$ cat src/rtl/if_stage.sv
// Instruction-fetch stage with the IF/ID pipeline register.
// Chooses the next PC (sequential, J, JR, EX branch) and handles stall, flush and bubbles.
module if_stage #(
  parameter logic [31:0] PC_RESET  = 32'h0000_0000,
  parameter logic [31:0] NOP_INSTR = 32'h0000_0000
) (
  input  logic        clk,
  input  logic        reset,
  input  logic        Stall,
  input  logic        J_id,
  input  logic        JR_id,
  input  logic [31:0] RsData_id,
  input  logic        Branch_ex,
  input  logic [31:0] BranchAddr_ex,
  input  logic [31:0] Instruction_if,
  output logic [31:0] PC,
  output logic [31:0] Instruction_id,
  output logic [31:0] PC_plus4_id,
  output logic        Valid_id,
  output logic        Redirect
);

  logic [31:0] pc_plus4;
  logic [31:0] pc_next;
  logic [31:0] jump_target;
  logic [31:0] jr_target;
  logic [31:0] branch_target;
  logic        jump_take;
  logic        flush;
  logic        hold;

  assign pc_plus4      = PC + 32'd4;
  assign jump_take     = Valid_id & (J_id | JR_id);
  assign jump_target   = {PC_plus4_id[31:28], Instruction_id[25:0], 2'b00};
  assign jr_target     = {RsData_id[31:2], 2'b00};
  assign branch_target = {BranchAddr_ex[31:2], 2'b00};

  // Next-PC selection; depends only on registered state and control inputs,
  // never on Instruction_if.
  always_comb begin
    pc_next = pc_plus4;
    flush   = 1'b0;
    hold    = 1'b0;
    if (Branch_ex) begin
      pc_next = branch_target;
      flush   = 1'b1;
    end else if (Stall) begin
      pc_next = PC;
      hold    = 1'b1;
    end else if (Valid_id & JR_id) begin
      pc_next = jr_target;
      flush   = 1'b1;
    end else if (Valid_id & J_id) begin
      pc_next = jump_target;
      flush   = 1'b1;
    end
  end

  assign Redirect = ~reset & (Branch_ex | (~Stall & jump_take));

  always_ff @(posedge clk) begin
    if (reset) begin
      PC             <= PC_RESET;
      Instruction_id <= NOP_INSTR;
      PC_plus4_id    <= 32'h0;
      Valid_id       <= 1'b0;
    end else begin
      PC <= pc_next;
      // A flushed slot still records PC+4 so its contents stay deterministic.
      if (flush) begin
        Instruction_id <= NOP_INSTR;
        PC_plus4_id    <= pc_plus4;
        Valid_id       <= 1'b0;
      end else if (!hold) begin
        Instruction_id <= Instruction_if;
        PC_plus4_id    <= pc_plus4;
        Valid_id       <= 1'b1;
      end
    end
  end

endmodule

$ cat config.mk
export PLATFORM = sky130hd
export DESIGN_NAME = if_stage
export DESIGN_NICKNAME = d
export VERILOG_FILES = /design/src/rtl/if_stage.sv
export SDC_FILE = /design/constraint.sdc
export NUM_CORES = 1
export LEC_CHECK = 0
export ABC_AREA = 1
export CAP_MARGIN = 30
export CORE_UTILIZATION = 25
export CTS_CLUSTER_SIZE = 14
export DETAILED_ROUTE_END_ITERATION = 6
export DONT_BUFFER_PORTS = 1
export PLACE_DENSITY = 0.5
export SLEW_MARGIN = 20
export SYNTH_ARGS = -nofsm -noshare
export SYNTH_HDL_FRONTEND = slang
export SYNTH_SLANG_ARGS = --single-unit
$ cat constraint.sdc
create_clock -name clk -period 1.5 [get_ports clk]
set_clock_uncertainty 0.05 [all_clocks]
set_input_delay 0.375 -clock clk [delete_from_list [all_inputs] [get_ports clk]]
set_output_delay 0.375 -clock clk [all_outputs]
set_load 0.01 [all_outputs]
==> results of run 1 <==
## cell type report
type,count,area [sq um]
clock buffers,11,243
multi-input cells,586,3520
flip-flops and latches,97,1990
repair buffers,115,1060
clock inverters,3,90.1
well taps,275,344
fillers,2271,13400
inverters,89,343
## worst max path at each step
stage and to:
2_1_floorplan PC[17], 3_3_place_gp PC[15], 3_5_place_dp PC[28], 4_1_cts Redirect, 5_1_grt PC[23], 6_report PC[29]
## stage by stage
| step | util [%] | instance area [sq um] | cells |
|---|---|---|---|
| after detailed placement | 30.2 | 6330 | 1146 |
| after global placement | 30.2 | 6330 | 1146 |
| final | 36.2 | 7600 | 1176 |
| after floorplan | - | 5360 | 817 |
| after global routing | 36.2 | 7600 | 1176 |
| after CTS | 34.3 | 7200 | 1170 |
## power by group through the flow
stage	Clock, W	Combinational, W	Sequential [W]
finish	0.00273	0.00115	0.00295
detailed placement	0	0.000979	0.00300
floorplan	0	0.000581	0.00298
CTS	0.00279	0.00106	0.00296
global route	0.00289	0.00127	0.00298
global placement	0	0.000978	0.00300
## routing by layer
metal  up-vias  GRT usage (%)
met3        30           6.17
li1       2719              -
met1      2494           25.8
met2       167           28.2
met5         -              0
met4         0           8.14
## synthesized netlist by cell type (all sizes together), types with 2 or more instances
| cell type | instances | area share, % |
|---|---|---|
| inv | 88 | 6.2 |
| o211ai | 23 | 3.2 |
| nor2 | 109 | 9.4 |
| nand2 | 262 | 19 |
| o21ai | 52 | 4.9 |
| dfxtp | 97 | 36 |
| o21bai | 8 | 1.1 |
| a22o | 3 | 0.49 |
| ha | 2 | 0.47 |
| a21oi | 61 | 6.2 |
| buf | 26 | 2.7 |
| clkbuf | 19 | 1.3 |
| a31oi | 5 | 0.59 |
| nand3 | 43 | 4.5 |
| xor2 | 14 | 2.4 |
## repair_timing
action                                  CTS  global route
hold endpoints to repair                  0             0
cloned                                    0             2
endpoints found under the setup margin   48            55
buffers inserted                         11             8
pin swaps                                34            46
resized for setup                       126            78
## flip-flops by register name, indices dropped and copies added (netlist names)
| name | cells |
|---|---|
| Instruction_id | 32 |
| PC | 32 |
| PC_plus4_id | 32 |
| Valid_id | 1 |
## cells in the final DEF, fill, tap and decap left out, types with 2 or more instances in the layout
master | netlist | final
nand2_1 | 252 | 206
buf_4 | 5 | 87
inv_1 | 86 | 81
dfxtp_1 | 97 | 77
nor2_1 | 91 | 75
a21oi_1 | 55 | 49
o21ai_0 | 45 | 41
nand2_2 | 8 | 38
nand3_2 | 5 | 27
o211ai_1 | 23 | 23
nor2_4 | 7 | 21
buf_6 | 0 | 17
nand2_4 | 2 | 16
a21oi_2 | 6 | 12
nor2_2 | 10 | 12
nand3_1 | 38 | 12
dfxtp_4 | 0 | 11
xor2_2 | 1 | 10
o21ai_1 | 7 | 10
clkbuf_16 | 0 | 10
dfxtp_2 | 0 | 9
buf_12 | 0 | 9
o21bai_1 | 8 | 8
a31oi_1 | 5 | 5
nand3_4 | 0 | 4
inv_4 | 0 | 3
inv_2 | 2 | 3
xor2_4 | 0 | 3
a22o_1 | 3 | 3
bufinv_16 | 0 | 3
nand2_8 | 0 | 2
ha_4 | 0 | 2
## worst register-to-register path: cells and delay by family, from the launching register on
family,cells,cell delay [ps]
compound gates,1,70
simple gates,10,840
flops,1,390
buf+inv,2,240
## cells by family (layout without fill, tap and decap cells)
| group | count (synthesis) | after routing | synth area share (%) |
|---|---|---|---|
| AOI/OAI and AO/OA | 153 | 153 | 16.9 |
| xor gates and xnor gates | 15 | 15 | 2.61 |
| adders and majority gates | 2 | 2 | 0.470 |
| buffers and inverters | 134 | 218 | 10.3 |
| DFF | 97 | 97 | 36.5 |
| and+or+nand+nor | 416 | 416 | 33.3 |
==> metrics.log, run 1 <==
[metrics] run status: finished with violations
[metrics] violated checks: negative setup slack
[metrics] worst path cell trace: buf_12 > nand2_4 > nor2_4 > nand2_4 > nor2_4 > buf_6 > nand2_2 > nand2_2 > nand3_2 > nand2_1 > nand2_1 > nand2_1 > a21oi_1
[metrics] routed metal-1 wire length: 9730 microns
[metrics] number of global-route vias before repair: 5261
[metrics] number of maximum-capacitance constraint violations: 0
[metrics] clock-pin slew of the registers on the worst-case setup and hold paths: 70 ps
[metrics] routed wire length per instance: 18.1 microns
[metrics] leakage power figure: 3.47 nW
[metrics] Clock H-tree levels: 3
[metrics] Final Max Slew Viols: 0
[metrics] worst-case setup slack after placement: -217 ps
[metrics] net count after synthesis: 921
[metrics] met2 layer wire length in the routed design: 9280 microns
[metrics] die extent in x: 148 microns
[metrics] post-synthesis register bit count: 97
[metrics] Switching Fraction: 28.5%
[metrics] worst setup path start: PC[3]
[metrics] max frequency: 592 MHz
[metrics] register-to-register setup slack: -190 ps
[metrics] global-route wire length before repair: 31500 microns
[metrics] TritonCTS buffer count: 9
[metrics] count of nets after finishing: 1002
[metrics] summed instance area of the synthesized netlist: 0.00533 sq mm
[metrics] cell depth of the worst min-delay path: 1
[metrics] Avg Cell Area, Syn: 6.52 sq um
[metrics] part of the total power dissipated in sequential elements: 43.2%
[metrics] kind of start point of the critical path: flop
[metrics] final worst path period share: 113%
[metrics] Starting DRT DRC Count: 331
[metrics] fraction of layout cells with a size suffix above 1: 34.1%
[metrics] sequential cell area fraction in the yosys report: 36.5%
[metrics] total met3 wirelength after detailed routing: 1640 microns
[metrics] type of destination of the critical path: flop
[metrics] number of enable-type register cells in the synthesized netlist: 0
[metrics] prevailing post-synth register cell: dfxtp_1
[metrics] required arrival time at the worst endpoint: 1700 ps
[metrics] share of total power in combinational logic: 16.9%
[metrics] antenna-violating nets left: 0
[metrics] number of unique standard cell types used by synthesis: 32
[metrics] total number of placement rows: 53
[metrics] post-route setup TNS: -3630 ps
[metrics] total wire length after detailed routing: 21200 microns
[metrics] count of endpoints failing hold in the final timing report: 0
[metrics] worst hold path class: in -> reg
[metrics] synthesized instance count: 817
[metrics] worst slew pin tran: 304 ps
[metrics] die height: 148 microns
[metrics] cell family contributing the most delay on the critical path: simple AND/OR/NAND/NOR gates
[metrics] CTS root buf: clkbuf_16
[metrics] number of setup violations in the final report: 44
[metrics] Hold Path End: PC[3]
[metrics] critical path data arrival time: 1890 ps
[metrics] clk sink count: 97
[metrics] router iterations before antenna repair: 4
[metrics] vias: 5410
[metrics] Die ar.: 0.0219 sq mm
[metrics] GRT Residual Overflow: 0
[metrics] initial core utilization: 25.4%
[metrics] proportion of synthesized flip-flops having asynchronous set or reset: 0%
[metrics] source of the worst hold timing path: reset
[metrics] Area Overhead vs Synth: 42.6%
[metrics] Max-slew headroom: 79.6%
[metrics] reg2reg end: PC[29]
[metrics] r2r worst-path depth: 13
[metrics] pwr/cell area: 900 mW/mm^2
[metrics] residual DRC count: 0
[metrics] total core area: 0.0210 sq mm
[metrics] power share of the clock group: 39.9%
[metrics] largest net degree at the start of global routing: 51
[metrics] all-layer global routing usage: 19.3%
[metrics] cell type of the slowest stage on the worst timing path: dfxtp_4
[metrics] Pwr Total: 0.00684 W
[metrics] clock latency at the later pin of the worst-skew pair: 360 ps
[metrics] worst reg2reg startpoint: PC[3]
[metrics] final estimated routing congestion in global placement: 0.846
[metrics] cell with the most instances on the worst path: nand2_1
[metrics] Max Buffers Root-to-Sink: 2
[metrics] category of the critical setup timing path: reg -> reg
[metrics] clock period minus final worst setup slack: 1690 ps
[metrics] TritonCTS clock tree: built
[metrics] critical path depth: 13
[metrics] number of synthesis warnings: 0
[metrics] diodes inserted: 0
[metrics] Switching Power: 0.00195 W
[metrics] post-route setup slack: -189 ps
[metrics] Max IR drop VDD: 0.569 mV
[metrics] Via density: 4.60
[metrics] maximum fanout along the worst path: 4
[metrics] buffering stage count on the worst path with inverters included: 2
[metrics] WHS: 25.0 ps
[metrics] Power Internal: 0.00489 W
[metrics] unrepaired setup endpoints after global routing: yes
[metrics] hold bufs inserted after CTS: 0
[metrics] uppermost metal layer occupied by signal nets: met4
[metrics] IO buf count: 0
[metrics] largest incremental delay on the critical path: 390 ps
[metrics] number of I/O pins: 200
[metrics] Detail Placement HPWL: 15500 microns
[metrics] initial antenna violation count: 0
No activity file was read; power rests on OpenSTA's default activity.
==> run 2, diff against run 1 <==
--- a/config.mk
+++ b/config.mk
@@ -7,11 +7,14 @@
 export LEC_CHECK = 0
 export ABC_AREA = 1
 export CAP_MARGIN = 30
+export CELL_PAD_IN_SITES_DETAIL_PLACEMENT = 1
+export CELL_PAD_IN_SITES_GLOBAL_PLACEMENT = 2
 export CORE_UTILIZATION = 25
 export CTS_CLUSTER_SIZE = 14
 export DETAILED_ROUTE_END_ITERATION = 6
 export DONT_BUFFER_PORTS = 1
-export PLACE_DENSITY = 0.5
+export PLACE_DENSITY = 0.74
+export SKIP_LAST_GASP = 1
 export SLEW_MARGIN = 20
 export SYNTH_ARGS = -nofsm -noshare
 export SYNTH_HDL_FRONTEND = slang
==> constraint.sdc (replaced) <==
create_clock -name clk -period 2.05 [get_ports clk]
set_clock_uncertainty 0.05 [all_clocks]
set_input_delay 0.5125 -clock clk [delete_from_list [all_inputs] [get_ports clk]]
set_output_delay 0.5125 -clock clk [all_outputs]
set_load 0.01 [all_outputs]
==> run 2 against run 1 <==
The run now ends clean; hold slack better by 140 ps; setup slack better by 310 ps; sequential cell count unchanged; global-route usage increased by 0.17 points; clock power fell by 34%; first-iteration DRC count is 45% lower; sequential power decreased by 27%; largest power group unchanged.
==> metrics.log, run 2 (same netlist as run 1, synthesis figures left out) <==
[metrics] antenna-violating nets left: 0 (unchanged)
[metrics] largest net degree at the start of global routing: 51 (unchanged)
[metrics] kind of start point of the critical path: flop
[metrics] router iterations before antenna repair: 4 (unchanged)
[metrics] final non-filler cell total: 1109 (-5.7%)
[metrics] count of nets after finishing: 932 (-7.0%)
[metrics] most frequent cells in the layout: nand2_1 (252), dfxtp_1 (97), nor2_1 (89)
[metrics] register-to-register setup slack: 190 ps (+380 ps)
[metrics] category of the critical setup timing path: reg -> out
[metrics] clock period minus final worst setup slack: 1930 ps
[metrics] die extent in x: 148 microns (unchanged)
[metrics] Via density: 4.61 (+0.22%)
[metrics] Hold Path End: PC[4]
[metrics] biggest regs: Instruction_id (32), PC (32), PC_plus4_id (32)
[metrics] run status: finished, final reports clean
[metrics] total core area: 0.0210 sq mm (unchanged)
[metrics] routed wire length per instance: 18.9 microns (+4.7%)
[metrics] initial antenna violation count: 1 (+1)
[metrics] pwr/cell area: 749 mW/mm^2 (-17%)
[metrics] count of endpoints failing hold in the final timing report: 0 (unchanged)
[metrics] fraction of layout cells with a size suffix above 1: 12.5% (-22 points)
[metrics] TritonCTS buffer count: 9 (unchanged)
[metrics] number of I/O pins: 200 (unchanged)
[metrics] TritonCTS clock tree: built
[metrics] type of destination of the critical path: output port
[metrics] required arrival time at the worst endpoint: 1490 ps (-210 ps)
[metrics] initial core utilization: 25.4% (unchanged)
[metrics] CTS root buf: clkbuf_16
[metrics] reg2reg end: PC[18]
[metrics] global-route wire length before repair: 31700 microns (+0.86%)
[metrics] Clock H-tree levels: 3 (unchanged)
[metrics] clk sink count: 97 (unchanged)
[metrics] maximum fanout along the worst path: 7 (+3)
[metrics] number of maximum-capacitance constraint violations: 0 (unchanged)
[metrics] number of setup violations in the final report: 0 (-100%)
[metrics] share of the core filled with cells in the final layout: 29.3% (-7.0 points)
[metrics] worst reg2reg startpoint: PC[2]
[metrics] critical path data arrival time: 1370 ps (-520 ps)
[metrics] max frequency: 518 MHz
[metrics] Max-slew headroom: 61.0% (-19 points)
[metrics] cell depth of the worst min-delay path: 1 (unchanged)
[metrics] Detail Placement HPWL: 15900 microns (+2.2%)
[metrics] worst slew pin tran: 585 ps (+282 ps)
[metrics] Max Buffers Root-to-Sink: 2 (unchanged)
[metrics] Final Max Slew Viols: 0 (unchanged)
[metrics] vias: 5113 (-5.5%)
[metrics] buffer count from post-CTS setup fixing: 0 (-11)
[metrics] most frequent standard cell in the layout excluding fill and tap cells: nand2_1
[metrics] Area Overhead vs Synth: 15.1%
[metrics] post-route setup TNS: 0 ps (+3630 ps)
[metrics] number of global-route vias before repair: 5162 (-1.9%)
[metrics] GRT Residual Overflow: 0 (unchanged)
[metrics] final worst path period share: 94.1%
[metrics] Die ar.: 0.0219 sq mm (unchanged)
[metrics] IO buf count: 0 (unchanged)
[metrics] r2r worst-path depth: 9 (-4)
[metrics] clock-pin slew of the registers on the worst-case setup and hold paths: 80 ps (about the same)
[metrics] total wire length after detailed routing: 21000 microns (-1.3%)
[metrics] leakage power figure: 2.74 nW (-21%)
[metrics] final estimated routing congestion in global placement: 0.801 (-5.3%)
[metrics] Starting DRT DRC Count: 181 (-45%)
[metrics] die height: 148 microns (unchanged)
[metrics] clock latency at the later pin of the worst-skew pair: 360 ps (about the same)
[metrics] Max IR drop VDD: 0.376 mV (-34%)
[metrics] Cells after DPL: 1092 (-4.7%)
[metrics] unrepaired setup endpoints after global routing: no
[metrics] all-layer global routing usage: 19.4% (+0.17 points)
[metrics] total number of placement rows: 53 (unchanged)
[metrics] source of the worst hold timing path: reset
[metrics] residual DRC count: 0 (unchanged)
[metrics] worst hold path class: in -> reg
-- run 2: what timing repair did --
item                                    CTS  global route
hold buffers                              0             0
resized for setup                         0             3
endpoints found under the hold margin     0             0
endpoints found under the setup margin    0             2
-- run 2: worst max-delay path, cell delays in order (launching register included) --
cell	delay (ps)
dfxtp_1	340
nand2_1	200
inv_4	100
o31ai_4	270
nor2_2	110
-- run 2: worst max path at each step --
stage	slack (ps)	startpoint	cells after the start	end
floorplan	270	Branch_ex	6	Redirect
CTS	2	Valid_id	4	Redirect
detailed placement	240	PC[2]	9	PC[18]
global placement	270	PC[18]	10	PC[27]
global route	9	PC[18]	10	PC[28]
finish	120	Valid_id	4	Redirect
-- run 2: area by class of cell --
class / instances / area (sq um)
Fill cell: 2689 / 14800
Multi-Input combinational cell: 586 / 2840
Sequential cell: 97 / 1940
Timing Repair Buffer: 45 / 363
Tap cell: 275 / 344
Inverter: 89 / 338
Clock buffer: 12 / 246
Clock inverter: 4 / 51.3
Antenna cell: 1 / 2.50
-- run 2: report_power, final --
part | leakage, nW | internal (W) | switching (W) | total (W)
clock | 0.143 | 0.000986 | 0.000811 | 0.00180
sequential | 0.798 | 0.00200 | 0.000160 | 0.00216
combinational | 1.80 | 0.000227 | 0.000406 | 0.000633
-- run 2: stage by stage --
| step | total power [W] | hold WS, ps | setup WS [ps] | area, sq um |
|---|---|---|---|---|
| floorplan | 0.00260 | 381 | 272 | 5330 |
| global placement | 0.00283 | 440 | 265 | 5820 |
| detailed placement | 0.00284 | 446 | 238 | 5820 |
| CTS | 0.00466 | 146 | 2.25 | 6120 |
| global route | 0.00482 | 148 | 9.00 | 6130 |
| finish | 0.00459 | 161 | 121 | 6130 |
-- run 2: routing by layer --
metal  part of all wire, %  track usage, %  vias up
li1                      -               -     2596
met1                    48            26.3     2382
met2                    44            29.2      115
met3                   6.8            5.62       20
met4                   1.7            6.80        0
met5                     0               0        -
==> run 3, diff against run 2 <==
--- a/config.mk
+++ b/config.mk
@@ -9,6 +9,7 @@
 export CAP_MARGIN = 30
 export CELL_PAD_IN_SITES_DETAIL_PLACEMENT = 1
 export CELL_PAD_IN_SITES_GLOBAL_PLACEMENT = 2
+export CORE_ASPECT_RATIO = 0.5
 export CORE_UTILIZATION = 25
 export CTS_CLUSTER_SIZE = 14
 export DETAILED_ROUTE_END_ITERATION = 6
==> constraint.sdc (replaced) <==
create_clock -name clk -period 2.2 [get_ports clk]
set_clock_uncertainty 0.05 [all_clocks]
set_input_delay 0.55 -clock clk [delete_from_list [all_inputs] [get_ports clk]]
set_output_delay 0.55 -clock clk [all_outputs]
set_load 0.01 [all_outputs]
==> run 3 against run 2 <==
Global-route usage is 0.79 points higher; hold slack better by 42 ps; non-clock buffer count is 19 lower; utilization is 0.43 points lower; total power is 9.5% lower; sequential cell count stayed put; highest routed layer unchanged.
==> metrics.log, run 3 (same netlist as run 1, synthesis figures left out) <==
[metrics] run status: finished, final reports clean
[metrics] CTS root buf: clkbuf_16
[metrics] Final Max Slew Viols: 0 (unchanged)
[metrics] max frequency: 501 MHz
[metrics] clock-pin slew of the registers on the worst-case setup and hold paths: 70 ps (about the same)
[metrics] Max Buffers Root-to-Sink: 2 (unchanged)
[metrics] pwr/cell area: 696 mW/mm^2 (-7.0%)
[metrics] biggest regs: Instruction_id (32), PC (32), PC_plus4_id (32)
[metrics] number of I/O pins: 200 (unchanged)
[metrics] clock latency at the later pin of the worst-skew pair: 390 ps (+30 ps)
[metrics] TritonCTS buffer count: 9 (unchanged)
[metrics] total wire length after detailed routing: 21400 microns (+2.0%)
[metrics] Die ar.: 0.0219 sq mm (+0.16%)
[metrics] Detail Placement HPWL: 16000 microns (+0.92%)
[metrics] clock period minus final worst setup slack: 2000 ps
[metrics] number of setup violations in the final report: 0 (unchanged)
[metrics] critical path data arrival time: 1400 ps (+30 ps)
[metrics] worst slew pin tran: 411 ps (-174 ps)
[metrics] IO buf count: 0 (unchanged)
[metrics] total number of placement rows: 37 (-30%)
[metrics] die height: 105 microns (-29%)
[metrics] unrepaired setup endpoints after global routing: no
[metrics] cell type of the slowest stage on the worst timing path: dfxtp_1
[metrics] GRT Residual Overflow: 0 (unchanged)
[metrics] count of endpoints failing hold in the final timing report: 0 (unchanged)
[metrics] Area Overhead vs Synth: 12.0%
[metrics] diodes inserted: 0 (-1)
[metrics] initial antenna violation count: 0 (-1)
[metrics] most frequent standard cell in the layout excluding fill and tap cells: nand2_1
[metrics] category of the critical setup timing path: reg -> out
[metrics] antenna-violating nets left: 0 (unchanged)
[metrics] combined flip-flop and latch cell area: 0.00194 sq mm (unchanged)
[metrics] Max-slew headroom: 72.6% (+12 points)
[metrics] all-layer global routing usage: 20.2% (+0.79 points)
[metrics] fraction of layout cells with a size suffix above 1: 10.2% (-2.3 points)
[metrics] Via density: 4.76 (+3.3%)
[metrics] Cells after DPL: 1071 (-1.9%)
[metrics] die extent in x: 208 microns (+41%)
[metrics] Starting DRT DRC Count: 240 (+33%)
[metrics] largest net degree at the start of global routing: 77 (+51%)
[metrics] leakage power figure: 2.63 nW (-4.1%)
[metrics] final estimated routing congestion in global placement: 0.884 (+10%)
[metrics] clk sink count: 97 (unchanged)
[metrics] required arrival time at the worst endpoint: 1600 ps (+110 ps)
[metrics] number of maximum-capacitance constraint violations: 0 (unchanged)
[metrics] area of combinational cells with multiple inputs: 0.00284 sq mm (about the same)
[metrics] maximum fanout along the worst path: 4 (-3)
[metrics] largest incremental delay on the critical path: 370 ps (+30 ps)
[metrics] Clock H-tree levels: 3 (unchanged)
[metrics] worst-case setup slack after placement: 304 ps (+65.7 ps)
[metrics] most frequent cells in the layout: nand2_1 (252), dfxtp_1 (97), nor2_1 (90)
[metrics] initial core utilization: 25.7% (+0.32 points)
[metrics] TritonCTS clock tree: built
[metrics] router iterations before antenna repair: 4 (unchanged)
[metrics] worst path cell trace: nand2_1 > inv_2 > o31ai_4 > nor2_1
[metrics] post_cts resized: 0 (unchanged)
[metrics] total core area: 0.0207 sq mm (-1.2%)
[metrics] global-route wire length before repair: 32900 microns (+3.8%)
[metrics] post-route setup slack: 203 ps (+82.1 ps)
[metrics] kind of start point of the critical path: flop
[metrics] residual DRC count: 0 (unchanged)
[metrics] final non-filler cell total: 1085 (-2.2%)
[metrics] worst hold path class: in -> reg
[metrics] type of destination of the critical path: output port
[metrics] hold bufs inserted after CTS: 0 (unchanged)
[metrics] final-layout fill cell count: 2605 (-3.1%)
[metrics] Max IR drop VDD: 0.356 mV (-5.3%)
[metrics] buffer count from post-CTS setup fixing: 0 (unchanged)
[metrics] post-route setup TNS: 0 ps (unchanged)
[metrics] vias: 5169 (+1.1%)
[metrics] routed wire length per instance: 19.7 microns (+4.3%)
[metrics] count of nets after finishing: 913 (-2.0%)
[metrics] final worst path period share: 90.8%
[metrics] number of global-route vias before repair: 5507 (+6.7%)
## run 3: final timing paths
path / startpoint / endpoint / slack, ps / depth (start not counted)
worst min-delay path: reset / PC[4] / 200 / 1
worst max-delay path: Valid_id / Redirect / 200 / 4
worst max register to register: PC[14] / PC[15] / 270 / 8
worst min register to register: PC[0] / PC[0] / 450 / 2
## run 3: area by class of cell
class                   instances  area share, %
clock inverters                 2          0.252
clock buffers                  12           4.30
well taps                     273           5.73
inverters                      89           5.62
multi-input cells             586           47.6
repair buffers                 26           3.90
flip-flops and latches         97           32.6
## run 3: routing by layer
layer	track usage [%]	vias to the layer above	wire (microns)
li1	-	2556	-
met1	24.5	2477	9640
met2	33.2	113	9890
met3	7.90	23	1480
met4	5.93	0	382
met5	0	-	0
## run 3: stage by stage
step	utilization [%]	total power [W]	instance area (sq um)	hold slack [ps]
2_1_floorplan	-	0.00242	5330	381
3_3_place_gp	27.5	0.00261	5690	440
3_5_place_dp	27.5	0.00263	5690	446
4_1_cts	28.8	0.00424	5960	158
5_1_grt	28.8	0.00438	5960	178
6_report	28.8	0.00415	5960	204
## run 3: where the power goes
group | total (W) | switching [W] | internal [W]
logic | 0.000548 | 0.000355 | 0.000193
clock network | 0.00157 | 0.000757 | 0.000817
registers | 0.00203 | 0.000165 | 0.00186
## run 3: critical path: cells and delay by family (launching register included)
kind	cells	cell delay, ps
compound gates	1	260
buf+inv	1	70
flops	1	370
simple gates	2	310
